--- src/rtl/psum_path_arbiter.sv ---
//------------------------------------------------------------------------------
// psum_path_arbiter
//   Round-robin merge of NSRC partial-sum sources onto a single registered
//   output channel with rdy/ack handshakes, per-source enables and a
//   pass-length beat counter.
//   Optional build macro: PSUM_PATH_ADD_EN (merges sources 0 and 1 lane-wise
//   when both request with matching conf tags).
//   Revision: 1.0 - initial release
//------------------------------------------------------------------------------
`default_nettype none

module psum_path_arbiter #(
    parameter int NSRC    = 2,
    parameter int PEROW   = 4,
    parameter int PSUMDWD = 16,
    parameter int CONFW   = 8,
    parameter int CNTW    = 6,
    localparam int SRCW   = (NSRC > 1) ? $clog2(NSRC) : 1,
    localparam int LANEW  = PEROW * PSUMDWD
) (
    input  logic                    i_clk,
    input  logic                    i_rst_n,
    input  logic [NSRC-1:0]         i_src_rdy,
    output logic [NSRC-1:0]         o_src_ack,
    input  logic [NSRC*LANEW-1:0]   i_src_psum,
    input  logic [NSRC*CONFW-1:0]   i_src_conf,
    input  logic [NSRC-1:0]         i_src_en,
    output logic                    o_pout_rdy,
    input  logic                    i_pout_ack,
    output logic [LANEW-1:0]        o_pout_psum,
    output logic [CONFW-1:0]        o_pout_conf,
    output logic [SRCW-1:0]         o_pout_src,
    input  logic [CNTW-1:0]         i_pass_len,
    output logic [CNTW-1:0]         o_pass_idx,
    output logic                    o_pass_last
);

    logic              r_full;
    logic [SRCW-1:0]   r_ptr;
    logic [CNTW-1:0]   r_idx;
    logic [CNTW-1:0]   r_len;

    logic [NSRC-1:0]   w_req;
    logic              w_can_load;
    logic              w_xfer;
    logic              w_hi_found;
    logic              w_lo_found;
    logic [SRCW-1:0]   w_hi_idx;
    logic [SRCW-1:0]   w_lo_idx;
    logic              w_rr_found;
    logic [SRCW-1:0]   w_rr_idx;
    logic [LANEW-1:0]  w_sel_psum;
    logic [CONFW-1:0]  w_sel_conf;
    logic              w_load;
    logic [LANEW-1:0]  w_load_psum;
    logic [CONFW-1:0]  w_load_conf;
    logic [SRCW-1:0]   w_load_src;
    logic [SRCW-1:0]   w_next_ptr;
    logic [CNTW-1:0]   w_len_sel;
    logic [CNTW-1:0]   w_len_eff;
    logic              w_idx_last;

    assign w_req      = i_src_rdy & i_src_en;
    assign w_xfer     = r_full && i_pout_ack;
    assign w_can_load = !r_full || i_pout_ack;

`ifdef PSUM_PATH_ADD_EN
    logic [LANEW-1:0]  w_sum_psum;
    logic              w_merge;

    for (genvar r = 0; r < PEROW; r++) begin : g_lane_add
        assign w_sum_psum[r*PSUMDWD +: PSUMDWD] =
            i_src_psum[r*PSUMDWD +: PSUMDWD] + i_src_psum[(PEROW+r)*PSUMDWD +: PSUMDWD];
    end

    assign w_merge = w_req[0] && w_req[1] &&
                     (i_src_conf[0 +: CONFW] == i_src_conf[CONFW +: CONFW]);
`endif

    // Round-robin search: lowest requester at or above ptr, else lowest below it
    always_comb begin
        w_hi_found = 1'b0;
        w_lo_found = 1'b0;
        w_hi_idx   = '0;
        w_lo_idx   = '0;
        w_sel_psum = '0;
        w_sel_conf = '0;
        for (int s = NSRC - 1; s >= 0; s--) begin
            if (w_req[s]) begin
                if (s >= int'(r_ptr)) begin
                    w_hi_found = 1'b1;
                    w_hi_idx   = SRCW'(s);
                end else begin
                    w_lo_found = 1'b1;
                    w_lo_idx   = SRCW'(s);
                end
            end
        end
        w_rr_found = w_hi_found || w_lo_found;
        w_rr_idx   = w_hi_found ? w_hi_idx : w_lo_idx;
        for (int s = 0; s < NSRC; s++) begin
            if (w_rr_idx == SRCW'(s)) begin
                w_sel_psum = i_src_psum[s*LANEW +: LANEW];
                w_sel_conf = i_src_conf[s*CONFW +: CONFW];
            end
        end
    end

    // Grant decision: same-cycle acks, load payload and next pointer
    always_comb begin
        o_src_ack   = '0;
        w_load      = 1'b0;
        w_load_psum = w_sel_psum;
        w_load_conf = w_sel_conf;
        w_load_src  = w_rr_idx;
        w_next_ptr  = (w_rr_idx == SRCW'(NSRC - 1)) ? '0 : w_rr_idx + 1'b1;
        // Acks are held low while reset is asserted so nothing is accepted and dropped
        if (i_rst_n && w_can_load) begin
`ifdef PSUM_PATH_ADD_EN
            if (w_merge) begin
                o_src_ack[0] = 1'b1;
                o_src_ack[1] = 1'b1;
                w_load       = 1'b1;
                w_load_psum  = w_sum_psum;
                w_load_conf  = i_src_conf[0 +: CONFW];
                w_load_src   = '0;
                w_next_ptr   = SRCW'(2 % NSRC);
            end else
`endif
            if (w_rr_found) begin
                w_load = 1'b1;
                for (int s = 0; s < NSRC; s++) begin
                    o_src_ack[s] = (w_rr_idx == SRCW'(s));
                end
            end
        end
    end

    // Output register, full flag and arbitration pointer
    always_ff @(posedge i_clk or negedge i_rst_n) begin
        if (!i_rst_n) begin
            r_full      <= 1'b0;
            r_ptr       <= '0;
            o_pout_psum <= '0;
            o_pout_conf <= '0;
            o_pout_src  <= '0;
        end else if (w_load) begin
            r_full      <= 1'b1;
            r_ptr       <= w_next_ptr;
            o_pout_psum <= w_load_psum;
            o_pout_conf <= w_load_conf;
            o_pout_src  <= w_load_src;
        end else if (w_xfer) begin
            r_full      <= 1'b0;
        end
    end

    // At beat 0 the live pass length applies; later beats use the latched one
    assign w_len_sel  = (r_idx == '0) ? i_pass_len : r_len;
    assign w_len_eff  = (w_len_sel == '0) ? CNTW'(1) : w_len_sel;
    assign w_idx_last = (r_idx == w_len_eff - 1'b1);

    // Pass beat counter advancing on every output transfer
    always_ff @(posedge i_clk or negedge i_rst_n) begin
        if (!i_rst_n) begin
            r_idx <= '0;
            r_len <= '0;
        end else if (w_xfer) begin
            if (r_idx == '0) begin
                r_len <= i_pass_len;
            end
            r_idx <= w_idx_last ? '0 : r_idx + 1'b1;
        end
    end

    assign o_pout_rdy  = r_full;
    assign o_pass_idx  = r_idx;
    assign o_pass_last = r_full && w_idx_last;

endmodule

`default_nettype wire

--- config.mk ---
export PLATFORM = sky130hd
export DESIGN_NAME = psum_path_arbiter
export DESIGN_NICKNAME = d
export VERILOG_FILES = /design/src/rtl/psum_path_arbiter.sv
export SDC_FILE = /design/constraint.sdc
export NUM_CORES = 1
export LEC_CHECK = 0
export CORE_MARGIN = 8
export CORE_UTILIZATION = 38
export CTS_BUF_LIST = sky130_fd_sc_hd__clkbuf_16
export CTS_CLUSTER_SIZE = 8
export DETAILED_ROUTE_END_ITERATION = 7
export MAX_ROUTING_LAYER = met4
export PLACE_DENSITY = 0.85
export SYNTH_ARGS = -nofsm -noshare
export SYNTH_HDL_FRONTEND = slang
export SYNTH_SLANG_ARGS = --single-unit
--- constraint.sdc ---
create_clock -name i_clk -period 4.05 [get_ports i_clk]
set_clock_uncertainty 0.15 [all_clocks]
set_input_delay 0.405 -clock i_clk [delete_from_list [all_inputs] [get_ports i_clk]]
set_output_delay 0.405 -clock i_clk [all_outputs]
set_load 0.005 [all_outputs]
==> reports/summary.md <==
* result of the run: finished clean
* GRT Residual Overflow: 0
* iteration-0 DRC count of the detailed router: 531
* antenna violations before repair: 0
* Worst Path Required: 3.49 ns
* Bufs on Longest Clock Path: 2
* total inserted antenna cells: 0
* type of the most critical hold path: register to register
* Post-DRT Antenna Nets: 0
* num rows: 37
* post-detailed-route via-to-cell ratio: 5.48
* placed inst area: 0.00651 mm^2
* Post-Synthesis Net Count: 516
* Syn Inst Count: 356
* Pre-Repair DR Iteration Count: 8
* area grow syn2layout: 72.9%
* area share of the largest cell type after synthesis: 54.9%
* DRC errors left: 0
* wire length after detailed routing: 14500 um
* post-layout total power: 2850 uW
* final max-slew violation count: 0
* via count: 4030
* most common cell after layout, fill and taps aside: clkdlybuf4s50_1
* WHS Path Cells: 1
* synthesized flop and latch total: 87
* startpoint of the worst-slack reg-to-reg timing path: o_pass_idx[0]
* portion of the post-synthesis area used by sequential elements: 54.9%
* count of distinct cell types in the synthesized netlist: 43
* post-route core utilization: 67.1%
* die footprint: 0.0140 mm^2
* average wire length per cell after detail routing: 19.8 um
* Max H-tree Level: 3
* total non-filler cell area in the finished layout: 0.00686 mm^2
* commonest non-fill, non-tap cells in the layout: clkdlybuf4s50_1 (237), dfrtp_1 (86), inv_1 (79)
* # Max-Cap Violations: 0
* die boundary height: 118 um
* data arrival time of the critical path: 3.13 ns
* fraction of the mapped netlist area in compound gates: 23.4%
* global placement routability congestion: 0.937
* maximum number of pins on one net before global-route repair: 74
* transition time at the pin with the least slew margin: 0.766 ns
* maximum fanout count along the critical path: 3
* starting utilization of the core area: 38.8%
* die width: 118 um
* time the worst path needs with I/O delays and setup: 3.68 ns
* share of synthesized area spent on multiplexers: 2.24%
* simple-gate portion of the synthesized area: 6.94%
* final number of setup-violating endpoints: 0
* static leakage: 0.00325 uW
* tightest slew margin relative to the limit: 48.5%
* area share of fa/ha/maj cells after synthesis: 0.946%
* total negative setup slack: 0 ns
* hold endpoint: o_pout_src
* via count of the first global-routing pass: 4291
* Clock Sinks: 87
* net total in the final layout: 754
* Clock transition at path regs: 0.06 ns
* crit end category: output pin
* cell area after technology mapping: 0.00397 mm^2
* startpoint kind of the worst setup timing path: register
* Post-synth top flop: dfrtp_1
* global-route wire length before repair: 22800 um
* Worst R2R Path Depth: 13
* EDFF count, synth: 0
* unrepaired setup endpoints after global routing: no
* worst slack on hold paths: 0.330 ns
* Final Hold Vio Count: 0
* Setup CP Type: register to output pin
* Yosys warning count: 0
* share of flip-flops with an asynchronous set or reset after synthesis: 100%
* fraction of layout instances using a drive strength above 1: 8.18%
* Clk Tree Root Cell: clkbuf_16
* fraction of synthesized cell area in xor and xnor cells: 1.32%
* worst-case vdd ir drop: 0.287 mV
* final worst-path cycle share: 90.9%
* Core ar.: 0.0102 mm^2
* terminus of the critical flop-to-flop path: o_pass_idx[0]
* Mean Syn Cell Area: 11.1 um^2
* top area cells in the synthesized netlist: dfrtp_1 (55%), a222oi_1 (18%), inv_1 (7.5%), clkbuf_1 (2.3%), a21o_1 (1.3%)
* CTS Buf Count: 9
* start point of the worst hold path: o_pout_src
* library cell occupying the most area in the post-synthesis netlist: dfrtp_1
* CTS tree: yes
* total global routing track utilization: 20.8%
* Worst R2R Setup Slack: 0.76 ns
* DP Wirelength: 11100 um
* power density over the cells: 415 mW/mm^2
* number of top-level pins: 240
* clock insertion delay at the later pin of the skew report: 0.33 ns
* dominant combinational cell family by area after synthesis: compound AO/OA/AOI/OAI gates
* port buffer count: 239
* Fmax achieved: 0.272 GHz
-- synth_stat cells, types with 2 or more instances --
library cell	number
nor3_1	6
buf_1	2
nand2b_1	2
o21ai_1	2
xnor2_1	4
a21oi_1	6
dfrtp_1	87
a21o_1	7
nand2_1	14
nand3_1	4
mux2i_1	4
xor2_1	2
mux2_2	3
ha_1	3
nor2_1	3
a222oi_1	72
nor3b_1	2
clkbuf_1	24
nor4_1	2
inv_1	79
o21ai_0	5
nor4_4	2
-- stage by stage --
stage | setup WS, ns | instances
2_1_floorplan | 0.606 | 356
3_3_place_gp | 0.398 | 713
3_5_place_dp | 0.220 | 713
4_1_cts | 0.0256 | 734
5_1_grt | 0.195 | 735
6_report | 0.368 | 735
-- logic make-up (layout without fill, tap and decap cells) --
kind of cell	count (synthesis)	after routing
compound gates	101	101
simple gates	45	45
buf+inv	106	349
xor+xnor	6	6
flops	87	87
mux	8	8
fa+ha+maj	3	3
-- worst max path at each step --
stage	cells past startpoint	slack, ns	to	startpoint
detailed placement	11	0.22	o_pass_last	i_pass_len[2]
CTS	12	0.03	o_pass_last	o_pass_idx[0]
global route	12	0.20	o_pass_last	o_pass_idx[0]
finish	12	0.37	o_pass_last	o_pass_idx[0]
floorplan	12	0.61	o_pass_last	o_pass_idx[0]
global placement	11	0.40	o_pass_last	i_pass_len[3]
-- metal layers --
metal	track usage [%]	up-vias	wire (um)
li1	-	1814	-
met1	23.9	1984	5940
met2	35.4	210	7400
met3	5.71	22	963
met4	5.28	0	233
met5	-	-	0
-- cell type report --
| class | instances | area [um^2] |
|---|---|---|
| sequential | 87 | 2180 |
| multi-input combinational | 163 | 1430 |
| clock buffer | 9 | 225 |
| clock inverter | 7 | 55.1 |
| inverter | 79 | 297 |
| timing repair buffer | 254 | 2510 |
| fill | 766 | 3370 |
| tap | 136 | 170 |
-- what timing repair did --
item	CTS	global route
buffers inserted	4	1
pin swaps	2	4
resized for setup	5	3
hold buffers	1	0
setup endpoints to repair	1	1
cloned	0	0
endpoints found under the hold margin	37	0
-- registers in the layout, summed over array words and instances (netlist names) --
signal and count:
r_len 6, o_pout_psum 64, o_pass_idx 6, o_pout_src 1
o_pout_conf 8, o_pout_rdy 1, r_ptr 1
-- where the power goes --
part / total (uW) / internal [uW] / leakage (uW) / switching, uW
registers: 1160 / 1040 / 0.00107 / 118
clock network: 779 / 467 / 0.000143 / 312
logic: 907 / 574 / 0.00203 / 333
total: 2850 / 2080 / 0.00325 / 764
-- worst max-delay path: stages (launching register included) --
cell,delay (ns)
dfrtp_1,0.38
inv_2,0.07
ha_1,0.13
or4b_4,0.48
nor2_4,0.15
mux2i_2,0.27
ha_2,0.31
xnor2_1,0.12
a21oi_1,0.16
o2111ai_2,0.16
nor4_4,0.26
and2_1,0.16
dlymetal6s2s_1,0.13
No activity file was read; power rests on OpenSTA's default activity.
